[config.mk]
export PLATFORM = sky130hd
export DESIGN_NAME = ctrl_sequencer
export DESIGN_NICKNAME = d
export VERILOG_FILES = /design/src/rtl/ctrl_pkg.sv /design/src/rtl/ctrl_sequencer_if.sv /design/src/rtl/ctrl_microcode.sv /design/src/rtl/ctrl_sequencer.sv
export SDC_FILE = /design/constraint.sdc
export NUM_CORES = 1
export LEC_CHECK = 0
export CAP_MARGIN = 15
export CORE_ASPECT_RATIO = 0.9
export CORE_MARGIN = 2
export CORE_UTILIZATION = 40
export CTS_CLUSTER_SIZE = 28
export DETAILED_ROUTE_END_ITERATION = 10
export PLACE_DENSITY_LB_ADDON = 0.3
export RECOVER_POWER = 25
export SLEW_MARGIN = 10
export SYNTH_ARGS = -nofsm -noshare
export SYNTH_HDL_FRONTEND = slang
export SYNTH_SLANG_ARGS = --single-unit
[constraint.sdc]
create_clock -name i_clk -period 1.9 [get_ports i_clk]
set_input_delay 0.19 -clock i_clk [delete_from_list [all_inputs] [get_ports i_clk]]
set_output_delay 0.19 -clock i_clk [all_outputs]
set_load 0.01 [all_outputs]
[src/rtl/ctrl_pkg.sv]
// rtl/ctrl_pkg.sv - shared opcodes, control-word layout and FSM state type for the sequencer
// Purpose: opcode encodings, control-word bit indices and one-hot masks,
//          the 16-bit control-word type and the sequencer state enum.
package ctrl_pkg;

    localparam logic [3:0] OP_NOP = 4'b0000;
    localparam logic [3:0] OP_LDA = 4'b0001;
    localparam logic [3:0] OP_ADD = 4'b0010;
    localparam logic [3:0] OP_SUB = 4'b0011;
    localparam logic [3:0] OP_STA = 4'b0100;
    localparam logic [3:0] OP_LDI = 4'b0101;
    localparam logic [3:0] OP_JMP = 4'b0110;
    localparam logic [3:0] OP_JC  = 4'b0111;
    localparam logic [3:0] OP_JZ  = 4'b1000;
    localparam logic [3:0] OP_OUT = 4'b1110;
    localparam logic [3:0] OP_HLT = 4'b1111;

    typedef logic [15:0] cw_t;

    localparam int CW_HLT_BIT = 15;
    localparam int CW_MI_BIT  = 14;
    localparam int CW_RI_BIT  = 13;
    localparam int CW_RO_BIT  = 12;
    localparam int CW_IO_BIT  = 11;
    localparam int CW_II_BIT  = 10;
    localparam int CW_AI_BIT  = 9;
    localparam int CW_AO_BIT  = 8;
    localparam int CW_EO_BIT  = 7;
    localparam int CW_SU_BIT  = 6;
    localparam int CW_BI_BIT  = 5;
    localparam int CW_OI_BIT  = 4;
    localparam int CW_CE_BIT  = 3;
    localparam int CW_CO_BIT  = 2;
    localparam int CW_J_BIT   = 1;
    localparam int CW_FI_BIT  = 0;

    localparam cw_t CW_NONE = 16'h0000;
    localparam cw_t CW_HLT  = cw_t'(1) << CW_HLT_BIT;
    localparam cw_t CW_MI   = cw_t'(1) << CW_MI_BIT;
    localparam cw_t CW_RI   = cw_t'(1) << CW_RI_BIT;
    localparam cw_t CW_RO   = cw_t'(1) << CW_RO_BIT;
    localparam cw_t CW_IO   = cw_t'(1) << CW_IO_BIT;
    localparam cw_t CW_II   = cw_t'(1) << CW_II_BIT;
    localparam cw_t CW_AI   = cw_t'(1) << CW_AI_BIT;
    localparam cw_t CW_AO   = cw_t'(1) << CW_AO_BIT;
    localparam cw_t CW_EO   = cw_t'(1) << CW_EO_BIT;
    localparam cw_t CW_SU   = cw_t'(1) << CW_SU_BIT;
    localparam cw_t CW_BI   = cw_t'(1) << CW_BI_BIT;
    localparam cw_t CW_OI   = cw_t'(1) << CW_OI_BIT;
    localparam cw_t CW_CE   = cw_t'(1) << CW_CE_BIT;
    localparam cw_t CW_CO   = cw_t'(1) << CW_CO_BIT;
    localparam cw_t CW_J    = cw_t'(1) << CW_J_BIT;
    localparam cw_t CW_FI   = cw_t'(1) << CW_FI_BIT;

    typedef enum logic {
        ST_RUN    = 1'b0,
        ST_HALTED = 1'b1
    } seq_state_e;

endpackage

[src/rtl/ctrl_sequencer_if.sv]
// rtl/ctrl_sequencer_if.sv - decode bundle between the step/halt logic and the microcode ROM
// Signals: opcode, flag_c, flag_z, step (sequencer -> decoder), cw (decoder -> sequencer).
// Modports: master = sequencer side, slave = microcode decoder side.
interface ctrl_sequencer_if;
    import ctrl_pkg::*;

    logic [3:0] opcode;
    logic       flag_c;
    logic       flag_z;
    logic [2:0] step;
    cw_t        cw;

    modport master (output opcode, output flag_c, output flag_z, output step, input cw);
    modport slave  (input opcode, input flag_c, input flag_z, input step, output cw);
endinterface

[src/rtl/ctrl_microcode.sv]
// rtl/ctrl_microcode.sv - combinational (opcode, step, flags) to control-word decoder
// Ports: bus (ctrl_sequencer_if.slave): opcode/flags/step in, cw out.
module ctrl_microcode
    import ctrl_pkg::*;
(
    ctrl_sequencer_if.slave bus
);

    cw_t word;

    always_comb begin
        word = CW_NONE;
        case (bus.step)
            3'd0: word = CW_CO | CW_MI;
            3'd1: word = CW_RO | CW_II | CW_CE;
            3'd2: begin
                case (bus.opcode)
                    OP_LDA, OP_ADD, OP_SUB, OP_STA: word = CW_IO | CW_MI;
                    OP_LDI: word = CW_IO | CW_AI;
                    OP_JMP: word = CW_IO | CW_J;
                    // Flags are looked at live, so a flag change mid-step moves o_j at once.
                    OP_JC:  word = bus.flag_c ? (CW_IO | CW_J) : CW_NONE;
                    OP_JZ:  word = bus.flag_z ? (CW_IO | CW_J) : CW_NONE;
                    OP_OUT: word = CW_AO | CW_OI;
                    OP_HLT: word = CW_HLT;
                    default: word = CW_NONE;
                endcase
            end
            3'd3: begin
                case (bus.opcode)
                    OP_LDA:         word = CW_RO | CW_AI;
                    OP_ADD, OP_SUB: word = CW_RO | CW_BI;
                    OP_STA:         word = CW_AO | CW_RI;
                    default:        word = CW_NONE;
                endcase
            end
            3'd4: begin
                case (bus.opcode)
                    OP_ADD:  word = CW_EO | CW_AI | CW_FI;
                    OP_SUB:  word = CW_EO | CW_AI | CW_SU | CW_FI;
                    default: word = CW_NONE;
                endcase
            end
            default: word = CW_NONE;
        endcase
    end

    assign bus.cw = word;

endmodule

[src/rtl/ctrl_sequencer.sv]
// rtl/ctrl_sequencer.sv - T-state counter, halt latch and control strobe outputs for the bus CPU
// Optional feature macro: CTRL_EARLY_RESET_EN (restart at T0 after the first empty step >= T2).
// Ports: i_clk (state moves on falling edge), i_rst (async, active low), i_opcode, i_flag_c,
//        i_flag_z; o_hlt; loads o_mi o_ri o_ii o_ai o_bi o_oi o_j o_fi; drivers o_co o_ro
//        o_io o_ao o_eo; o_ce, o_su; o_step (debug T-state).
module ctrl_sequencer
    import ctrl_pkg::*;
#(
    parameter int STEPS = 5
) (
    input  logic       i_clk,
    input  logic       i_rst,
    input  logic [3:0] i_opcode,
    input  logic       i_flag_c,
    input  logic       i_flag_z,
    output logic       o_hlt,
    output logic       o_mi,
    output logic       o_ri,
    output logic       o_ii,
    output logic       o_ai,
    output logic       o_bi,
    output logic       o_oi,
    output logic       o_j,
    output logic       o_fi,
    output logic       o_co,
    output logic       o_ro,
    output logic       o_io,
    output logic       o_ao,
    output logic       o_eo,
    output logic       o_ce,
    output logic       o_su,
    output logic [2:0] o_step
);

    localparam logic [2:0] LAST_STEP = 3'(STEPS - 1);

    ctrl_sequencer_if u_bus ();

    seq_state_e state_q, state_d;
    logic [2:0] step_q, step_d;
    logic [2:0] step_inc;
    logic       early_zero;
    cw_t        word;
    cw_t        out_w;

    assign u_bus.opcode = i_opcode;
    assign u_bus.flag_c = i_flag_c;
    assign u_bus.flag_z = i_flag_z;
    assign u_bus.step   = step_q;

    ctrl_microcode u_microcode (
        .bus (u_bus)
    );

    assign word     = u_bus.cw;
    assign step_inc = (step_q == LAST_STEP) ? 3'd0 : step_q + 3'd1;

`ifdef CTRL_EARLY_RESET_EN
    // Fetch steps are never empty, so only execute steps can end an instruction early.
    assign early_zero = (step_q >= 3'd2) && (word == CW_NONE);
`else
    assign early_zero = 1'b0;
`endif

    always_ff @(negedge i_clk or negedge i_rst) begin
        if (!i_rst) begin
            state_q <= ST_RUN;
            step_q  <= 3'd0;
        end else begin
            state_q <= state_d;
            step_q  <= step_d;
        end
    end

    always_comb begin
        state_d = state_q;
        step_d  = step_q;
        case (state_q)
            ST_RUN: begin
                // Step is frozen on the HLT step so the debug port shows where it stopped.
                if (word[CW_HLT_BIT]) begin
                    state_d = ST_HALTED;
                end else if (early_zero) begin
                    step_d = 3'd0;
                end else begin
                    step_d = step_inc;
                end
            end
            ST_HALTED: begin
                state_d = ST_HALTED;
            end
            default: begin
                state_d = ST_RUN;
                step_d  = 3'd0;
            end
        endcase
    end

    // Reset gates outputs directly so strobes drop the instant reset asserts.
    always_comb begin
        out_w = word;
        if (!i_rst) begin
            out_w = CW_NONE;
        end else if (state_q == ST_HALTED) begin
            out_w = CW_HLT;
        end
    end

    assign o_step = i_rst ? step_q : 3'd0;

    assign o_hlt = out_w[CW_HLT_BIT];
    assign o_mi  = out_w[CW_MI_BIT];
    assign o_ri  = out_w[CW_RI_BIT];
    assign o_ii  = out_w[CW_II_BIT];
    assign o_ai  = out_w[CW_AI_BIT];
    assign o_bi  = out_w[CW_BI_BIT];
    assign o_oi  = out_w[CW_OI_BIT];
    assign o_j   = out_w[CW_J_BIT];
    assign o_fi  = out_w[CW_FI_BIT];
    assign o_co  = out_w[CW_CO_BIT];
    assign o_ro  = out_w[CW_RO_BIT];
    assign o_io  = out_w[CW_IO_BIT];
    assign o_ao  = out_w[CW_AO_BIT];
    assign o_eo  = out_w[CW_EO_BIT];
    assign o_ce  = out_w[CW_CE_BIT];
    assign o_su  = out_w[CW_SU_BIT];

endmodule

# ---- Word level (Yosys, flattened, before mapping)
# Index checks and enable logic that the tools add are counted.
dict set report op_classes {
  addsub 1
  n_eq_ne 14
  n_mux 12
  n_bitwise 2
  reduce_logical 4
}
# operator n
set ops {}
lappend ops {{$pmux 16 s7} 1}
lappend ops {{$pmux 16 s5} 1}
lappend ops {{$pmux 14 s3} 1}
lappend ops {{$mux 16} 2}
lappend ops {{$mux 12} 2}
lappend ops {{$pmux 10 s2} 1}
lappend ops {{$eq 4x3->1 const B} 4}
lappend ops {{$eq 4x4->1 const B} 3}
lappend ops {{$eq 4x2->1 const B} 2}
lappend ops {{$eq 3x2->1 const B} 2}
lappend ops {{$mux 3} 2}
lappend ops {{$eq 4x1->1 const B} 1}
lappend ops {{$reduce_or 4->1} 1}
lappend ops {{$add 3x1->3 const B} 1}
lappend ops {{$eq 3x1->1 const B} 1}
lappend ops {{$eq 3x3->1 const B} 1}
lappend ops {{$logic_not 3->1} 1}
lappend ops {{$not 1->1} 2}
lappend ops {{$pmux 1 s2} 1}
lappend ops {{$reduce_and 2->1} 1}
lappend ops {{$reduce_or 2->1} 1}
lappend ops {{$mux 1} 1}
dict set report word_totals {
  reg_bits 4
  input_bits 8
  output_inout_bits 19
  word_cells 35
}

# ---- Depth between registers and ports, before layout
# Gate-level depths: netlist of run 1.
dict set report depth {
  depth_word 6
  mapped_depth 7
  depth_no_buf 5
}

# ---- By module
# Synthesis of run 1 repeated with hierarchy kept, for this count alone.
dict set report hier_totals {
  cells_unflattened 82
  hier_area_um2 646.9
}
# module instances cells_each area_each_um2
set by_module_without_submodules {}
lappend by_module_without_submodules {ctrl_sequencer 1 40 346.6}
lappend by_module_without_submodules {ctrl_microcode 1 42 300.3}

==> results of run 1 <==
-- report_power, final --
part / total [mW] / leakage (nW) / internal (mW) / switching (mW)
Combinational: 1.64 / 0.557 / 0.937 / 0.701
Sequential: 0.204 / 0.0478 / 0.135 / 0.0683
Clock: 0.124 / 0.0138 / 0.0719 / 0.0526
Total: 1.97 / 0.618 / 1.14 / 0.822
-- area by class of cell --
class                   instances  area [um^2]
flip-flops and latches          4          100
well taps                      15         18.8
clock buffers                   3         22.5
multi-input cells              59          641
inverters                       5         23.8
repair buffers                 66          564
fillers                        47         93.8
-- Yosys cell counts, types with 2 or more instances --
library cell / count
o211ai_1: 2
inv_1: 5
a2111oi_2: 2
mux2_4: 3
and2_1: 3
nor4b_1: 2
nor2b_1: 2
nand2_1: 5
a21oi_1: 7
buf_4: 3
nand4_1: 2
or3_1: 2
dfrtn_1: 4
nor3b_1: 2
buf_2: 2
ha_1: 5
and3b_1: 2
nor2_1: 7
nand4bb_1: 2
nand2b_1: 2
-- final timing paths --
kind | cells after the start | startpoint | endpoint
setup / recovery | 7 | step_q[0] | o_ai
setup reg to reg | 7 | step_q[0] | step_q[2]
max in group asynchronous | 2 | i_rst | step_q[2]
hold reg to reg | 3 | step_q[1] | step_q[1]
hold / removal | 3 | step_q[1] | step_q[1]
min in group asynchronous | 2 | i_rst | state_q
-- sequential cells by signal, summed over array words and instances (netlist names) --
signal and flops:
step_q 3, state_q 1
-- metrics by stage --
step,setup WS (ps),TNS [ps],power (mW),cells
floorplan,-564,-7430,0.717,75
global placement,-1040,-18840,1.08,131
detailed placement,-1070,-19440,1.12,131
CTS,-947,-15290,1.73,147
global route,-1090,-17140,2.03,152
finish,-1030,-16090,1.97,152
-- worst reg2reg max path, stage by stage, from the launching register on --
cell     delay (ps)
dfrtn_1         470
inv_2            90
ha_4            190
buf_6           130
buf_6           110
a41oi_4         130
buf_6           150
mux2_4          300
-- kinds of logic (layout without fill, tap and decap cells) --
kind of cell    count (synthesis)  in the layout
compound gates                 17             17
fa+ha+maj                       5              5
buf+inv                        12             74
flops                           4              4
mux                             3              3
simple gates                   34             34
-- repair_timing --
| item | in CTS | in global routing |
|---|---|---|
| setup buffers | 13 | 9 |
| gates resized for setup | 130 | 9 |
| pin swaps | 18 | 11 |
| endpoints found under the setup margin | 23 | 23 |
| cloned | 0 | 0 |
-- routing by layer --
layer | vias to the layer above | track usage, % | routed length, um | share of wire (%)
li1 | 397 | - | - | -
met1 | 447 | 42.9 | 1390 | 40
met2 | 70 | 57.5 | 1700 | 49
met3 | 13 | 6.09 | 240 | 6.9
met4 | 0 | 17.7 | 125 | 3.6
met5 | - | 0 | 0 | 0
==> impl_metrics.ini, run 1 <==
[final_layout]
area_growth_pct = 118
fin_util_pct = 93.6
final_cell_mix = 28 x buf_4, 22 x buf_6, 11 x buf_2
final_nets = 152
design_area_mm2 = 0.00137
drive_gt1_share_pct = 72.3
antenna_cells = 0
final_common_cell = buf_4

[drt]
first_pass_iters = 4
wl_um = 3460
num_vias = 927
drtIter0Drc = 47
drcViolationCount = 0
vias_per_cell = 6.10
wire_per_inst_um = 22.8
ant_nets = 0

[global_route]
grt_pass1_vias = 891
track_usage_pct = 35.2
grt_max_degree = 14
antenna_found_initial = 0
overflow = 0
grt_pass1_wl_um = 4710

[sta]
drv_slew = 0
fin_skew_ps = 1.04
rsz0062_at_grt = true
finalSetupViolCount = 22
worst_pin_slew_ps = 495
finalWorstSetupSlack_ps = -1030
whs_ps = 741
max_slew_margin_pct = 66.5
hold_viol = 0

[status]
status = finished, violations left
violations = setup timing

[floorplan]
start_util_pct = 42.9
num_io_pins = 27
die_h_um = 41.6
die_w_um = 45.8
row_count = 13
core-area_mm2 = 0.00146
die_area_mm2 = 0.00190

[synthesis]
synth_edf_count = 0
synthCells = 75
yosysWarnings = 0
synth-seq-area-share_pct = 15.9
synth_top_area_cell = dfrtn_1
synth_top_family_by_area = simple AND/OR/NAND/NOR gates
ys_ff_latch = 4
yosysUniqueCellTypes = 31
synth.area.top_cells = dfrtn_1 16%, ha_1 10%, mux2_4 7.2%
synth_adder_area_share_pct = 9.96
synth.area.mux_share_pct = 7.17
synthArstFlopShare_pct = 100
synth-main-ff-cell = dfrtn_1
netlist_area_um2 = 628
syn_avg_cell_area_um2 = 8.37
synthSimpleGateAreaFrac_pct = 33.7
synthesis.nets = 88
synth_top_area_share_pct = 15.9
synth-xor-area-share_pct = 0
synth-compound-area-share_pct = 22.7

[power_and_ir_drop]
power_density_mw_per_mm2 = 1430
leakagePower_nw = 0.618
vdd_ir_drop_max_v = 0.00108

[setup_path]
cp.required_ps = 1710
critPathKind = flip-flop to primary output
max_stage_delay_ps = 470
reg2reg_slack_ps = 170
cp_cell_sequence = ha_2 > ha_4 > buf_4 > nor2b_4 > o211ai_1 > a21oi_2 > buf_2
cp.buffers_inverters = 2
cp-start-kind = flip-flop
arrival_ps = 2740
slowest_stage = dfrtn_1
end_kind = primary output
critPathTopFamily = flip-flops
worstPathMaxFanout = 3

[clocking]
ctsHoldBuffers = 0
cts_root_buffer = clkbuf_4
clk_pin_slew_worst_paths_ps = 40
clockBufferDepth = 2
cts.sinks = 4
htreeDepth = 1
numCtsBuffers = 3
clk_latency_ps = 260
cts_tree = yes

[placed_design]
globalplace.congestion = 0.828
hpwl_um = 1390
io_buffers = 26
dpl_cell_area_mm2 = 0.00107

[job]
drv_cap = 0

[hold_path]
hold_class = flip-flop to flip-flop
Note: power is estimated with default switching activity, not from simulation.
==> run 2: changes to the inputs <==
--- a/config.mk
+++ b/config.mk
@@ -8,7 +8,7 @@
 export CAP_MARGIN = 15
 export CORE_ASPECT_RATIO = 0.9
 export CORE_MARGIN = 2
-export CORE_UTILIZATION = 40
+export CORE_UTILIZATION = 41
 export CTS_CLUSTER_SIZE = 28
 export DETAILED_ROUTE_END_ITERATION = 10
 export PLACE_DENSITY_LB_ADDON = 0.3
==> run 2 against run 1 <==
Hold slack worse by 88 ps. Non-clock buffer count is 10 lower. The run still ends with setup timing left. Clock-buffer cell count stayed put. Cell count shrank 6.6%. Die area down 2.2%. Register-to-register slack barely moved. Clock skew grew 0.98 ps. Critical path depth unchanged. First-iteration DRC count decreased by 40%. Final area shrank 9.4%. Utilization shrank 7.9 points. Critical path type unchanged. Setup slack better by 50 ps. Highest routed layer unchanged.
==> impl_metrics.ini, run 2 (same netlist as run 1, synthesis figures left out) <==
[status]
status = finished, violations left
violations = setup timing

[power_and_ir_drop]
power_density_mw_per_mm2 = 1300
p_seq_share_pct = 11.8
leakagePower_nw = 0.575
power.switching_uw = 663
p_int_uw = 947
p_clk_share_pct = 6.3
vdd_ir_drop_max_v = 0.00112
p_total_mw = 1.61
combPwrFrac_pct = 82.0
p_sw_share_pct = 41.2

[sta]
tns_ps = -15470
drv_slew = 0
rsz0062_at_grt = true
finalSetupViolCount = 23
worst_pin_slew_ps = 383
hold_viol = 0
finalWorstSetupSlack_ps = -980
fin_skew_ps = 2.01
max_slew_margin_pct = 74.1

[clocking]
clk_latency_ps = 240
clockBufferDepth = 2
ctsHoldBuffers = 0
clk_pin_slew_worst_paths_ps = 30
numCtsBuffers = 3
htreeDepth = 1
cts_tree = yes
cts_root_buffer = clkbuf_4
cts.sinks = 4

[setup_path]
cp.required_ps = 1710
cp_cell_sequence = buf_4 > ha_4 > buf_4 > buf_4 > a41oi_4 > and2b_1 > clkbuf_2
cp-start-kind = flip-flop
critPathKind = flip-flop to primary output
end_kind = primary output
max_stage_delay_ps = 370
slowest_stage = dfrtn_1
cp_common_cell = buf_4
worstPathMaxFanout = 5
arrival_ps = 2690

[drt]
wire_per_inst_um = 18.2
vias_per_cell = 5.79
num_vias = 822
ant_nets = 0
wl_um = 2580
drcViolationCount = 0
drtIter0Drc = 28
first_pass_iters = 4

[placed_design]
hpwl_um = 1420
dpl_cell_area_mm2 = 0.00105
io_buffers = 26
dp_slack_ps = -1160
globalplace.congestion = 0.772

[final_layout]
final_nets = 142
largest_reg_flops = 3
design_area_mm2 = 0.00124
final_common_cell = buf_4
final_cell_mix = 24 x buf_4, 12 x buf_2, 7 x a21oi_1, 7 x buf_6
antenna_cells = 0
fin_util_pct = 85.7
drive_gt1_share_pct = 63.8
area_growth_pct = 97.6
fillCellCount = 74
regMostFlops = step_q
reg_top3 = step_q (3), state_q (1)

[floorplan]
die_w_um = 45.3
die_area_mm2 = 0.00186
die_h_um = 41.1
row_count = 13
start_util_pct = 43.4
num_io_pins = 27
core-area_mm2 = 0.00145

[global_route]
antenna_found_initial = 0
grt_max_degree = 14
track_usage_pct = 29.5
overflow = 0
grt_pass1_vias = 812
grt_pass1_wl_um = 3780

[hold_path]
hold_class = flip-flop to flip-flop

[job]
drv_cap = 0
run 2: routing by layer:
| layer | up-vias | global-route usage, % | share of wire, % |
|---|---|---|---|
| met4 | 0 | 24.3 | 4.8 |
| met5 | - | 0 | 0 |
| met1 | 395 | 32.8 | 39 |
| met2 | 38 | 50.7 | 51 |
| li1 | 375 | - | - |
| met3 | 14 | 4.85 | 4.9 |
run 2: layout make-up:
| class | count | area [um^2] | share of cell area, % |
|---|---|---|---|
| Timing Repair Buffer | 56 | 442 | 35.6 |
| Multi-Input combinational cell | 59 | 637 | 51.3 |
| Tap cell | 15 | 18.8 | 1.51 |
| Clock buffer | 3 | 22.5 | 1.81 |
| Inverter | 5 | 21.3 | 1.71 |
| Sequential cell | 4 | 100 | 8.06 |
run 2: worst paths after layout:
kind / from / endpoint / slack, ps / cells after the start
setup / recovery: step_q[1] / o_hlt / -980 / 7
hold reg to reg: step_q[1] / step_q[1] / 650 / 2
max in group asynchronous: i_rst / state_q / 310 / 2
setup reg to reg: step_q[1] / step_q[2] / 170 / 7
min in group asynchronous: i_rst / step_q[0] / 1440 / 2
hold / removal: step_q[1] / step_q[1] / 650 / 2
run 2: worst max-delay path: cells and delay by family (launching register included):
family	cells	cell delay, ps
buf+inv	4	560
flops	1	370
simple gates	1	230
fa+ha+maj	1	180
compound gates	1	150
run 2: power groups by stage:
| stage | registers, mW | logic (mW) | clock network [mW] |
|---|---|---|---|
| 6_report | 0.189 | 1.32 | 0.101 |
| 3_5_place_dp | 0.184 | 0.909 | 0 |
| 3_3_place_gp | 0.180 | 0.878 | 0 |
| 4_1_cts | 0.180 | 1.14 | 0.109 |
| 2_1_floorplan | 0.176 | 0.541 | 0 |
| 5_1_grt | 0.193 | 1.38 | 0.123 |
run 2: through the flow:
stage,std cells,hold slack (ps)
after floorplan,75,502
after global placement,129,601
after detailed placement,129,615
after CTS,139,620
after global routing,142,659
final,142,653
run 2: timing repair:
| action | in CTS | in global routing |
|---|---|---|
| resized for setup | 69 | 27 |
| setup buffers | 7 | 3 |
| pin swaps | 9 | 4 |
| cloned | 0 | 0 |
| endpoints found under the setup margin | 23 | 23 |
==> run 3: changes to the inputs <==
--- a/config.mk
+++ b/config.mk
@@ -17,3 +17,4 @@
 export SYNTH_ARGS = -nofsm -noshare
 export SYNTH_HDL_FRONTEND = slang
 export SYNTH_SLANG_ARGS = --single-unit
+export TNS_END_PERCENT = 30
==> run 3 against run 2 <==
The flow still finishes with violations (setup timing). First-iteration DRC count decreased by 46%. Sequential power is essentially flat. Clock-buffer cell count did not move. Utilization shrank 3.5 points. Register-to-register slack better by 70 ps. Power down 7.7%. Largest cell class unchanged. Cell count down 2.1%. Sequential share of layout area up 0.34 points. Clock skew about the same. Combinational power decreased by 9%. Largest power group unchanged.
==> impl_metrics.ini, run 3 (same netlist as run 1, synthesis figures left out) <==
[sta]
worst_pin_slew_ps = 539
hold_viol = 0
whs_ps = 619
finalWorstSetupSlack_ps = -940
max_slew_margin_pct = 63.6
drv_slew = 0
rsz0062_at_grt = true
finalSetupViolCount = 22
fin_skew_ps = 2.12

[floorplan]
num_io_pins = 27
die_area_mm2 = 0.00186
die_h_um = 41.1
row_count = 13
start_util_pct = 43.4
core-area_mm2 = 0.00145
die_w_um = 45.3

[placed_design]
dp_slack_ps = -1090
io_buffers = 26
globalplace.congestion = 0.805
dpl_cell_area_mm2 = 0.00104
hpwl_um = 1330

[clocking]
clk_latency_ps = 240
clk_pin_slew_worst_paths_ps = 30
numCtsBuffers = 3
htreeDepth = 1
cts_root_buffer = clkbuf_4
clockBufferDepth = 2
cts.sinks = 4
cts_tree = yes
ctsHoldBuffers = 0

[power_and_ir_drop]
p_total_mw = 1.49
p_clk_share_pct = 6.7
p_sw_share_pct = 40.9
p_int_uw = 878
leakagePower_nw = 0.531
power_density_mw_per_mm2 = 1250
p_seq_share_pct = 12.7
combPwrFrac_pct = 80.5
power.switching_uw = 607
vdd_ir_drop_max_v = 0.000877

[final_layout]
area_growth_pct = 89.6
reg_top3 = step_q (3), state_q (1)
fillCellCount = 93
drive_gt1_share_pct = 62.9
final_cell_mix = 24 x buf_4, 14 x buf_2, 7 x buf_6
design_area_mm2 = 0.00119
final_common_cell = buf_4
final_nets = 139
antenna_cells = 0
fin_util_pct = 82.3
regMostFlops = step_q
largest_reg_flops = 3

[setup_path]
cp-start-kind = flip-flop
worstPathMaxFanout = 4
cp.required_ps = 1710
critPathKind = flip-flop to primary output
end_kind = primary output
arrival_ps = 2650

[drt]
wl_um = 2240
drcViolationCount = 0
first_pass_iters = 4
num_vias = 768
ant_nets = 0
drtIter0Drc = 15
wire_per_inst_um = 16.1
vias_per_cell = 5.53

[status]
violations = setup timing
status = finished, violations left

[global_route]
overflow = 0
grt_pass1_vias = 741
grt_pass1_wl_um = 3480
antenna_found_initial = 0
track_usage_pct = 27.5
grt_max_degree = 14

[job]
drv_cap = 0

[hold_path]
hold_class = flip-flop to flip-flop
[run 3: repair_timing]
item                                    CTS  global route
endpoints found under the setup margin   23            22
buffers inserted                          5             2
pin swaps                                13             3
hold endpoints to repair                  0             0
resized for setup                        96            13
[run 3: worst max-delay path: stages, from the launching register on]
cell	delay, ps
dfrtn_1	440
ha_2	210
ha_4	180
nor2_4	40
buf_4	130
a2111oi_4	280
buf_2	180
[run 3: metrics by stage]
step / std cells / TNS, ps
detailed placement: 129 / -19390
CTS: 137 / -14100
finish: 139 / -14260
global route: 139 / -16040
floorplan: 75 / -7750
global placement: 129 / -18870
[run 3: layer usage]
| layer | routed length [um] | up-vias | track usage (%) |
|---|---|---|---|
| met5 | 0 | - | 0 |
| met4 | 48 | 0 | 16.2 |
| met3 | 50 | 6 | 2.64 |
| met2 | 1230 | 18 | 47.1 |
| met1 | 912 | 371 | 34.1 |
| li1 | - | 373 | - |
[run 3: path summary, 6_finish.rpt]
check | slack, ps | cells after the start | to | from
max | -940 | 6 | o_mi | step_q[0]
min | 620 | 2 | step_q[1] | step_q[1]
max reg2reg | 240 | 6 | step_q[2] | step_q[0]
min reg2reg | 620 | 2 | step_q[1] | step_q[1]
max in group asynchronous | 300 | 2 | state_q | i_rst
min in group asynchronous | 1450 | 2 | step_q[0] | i_rst
[run 3: area by class of cell]
cell class | instances | area [um^2] | area share [%]
Tap cell | 15 | 18.8 | 1.58
Timing Repair Buffer | 53 | 408 | 34.2
Clock buffer | 3 | 22.5 | 1.89
Inverter | 5 | 21.3 | 1.79
Multi-Input combinational cell | 59 | 621 | 52.1
Sequential cell | 4 | 100 | 8.40
[run 3: power groups by stage]
stage	combinational (mW)	clock, mW	sequential, mW
2_1_floorplan	0.523	0	0.176
3_3_place_gp	0.871	0	0.182
3_5_place_dp	0.891	0	0.185
4_1_cts	1.12	0.106	0.187
5_1_grt	1.28	0.115	0.198
6_report	1.20	0.100	0.189
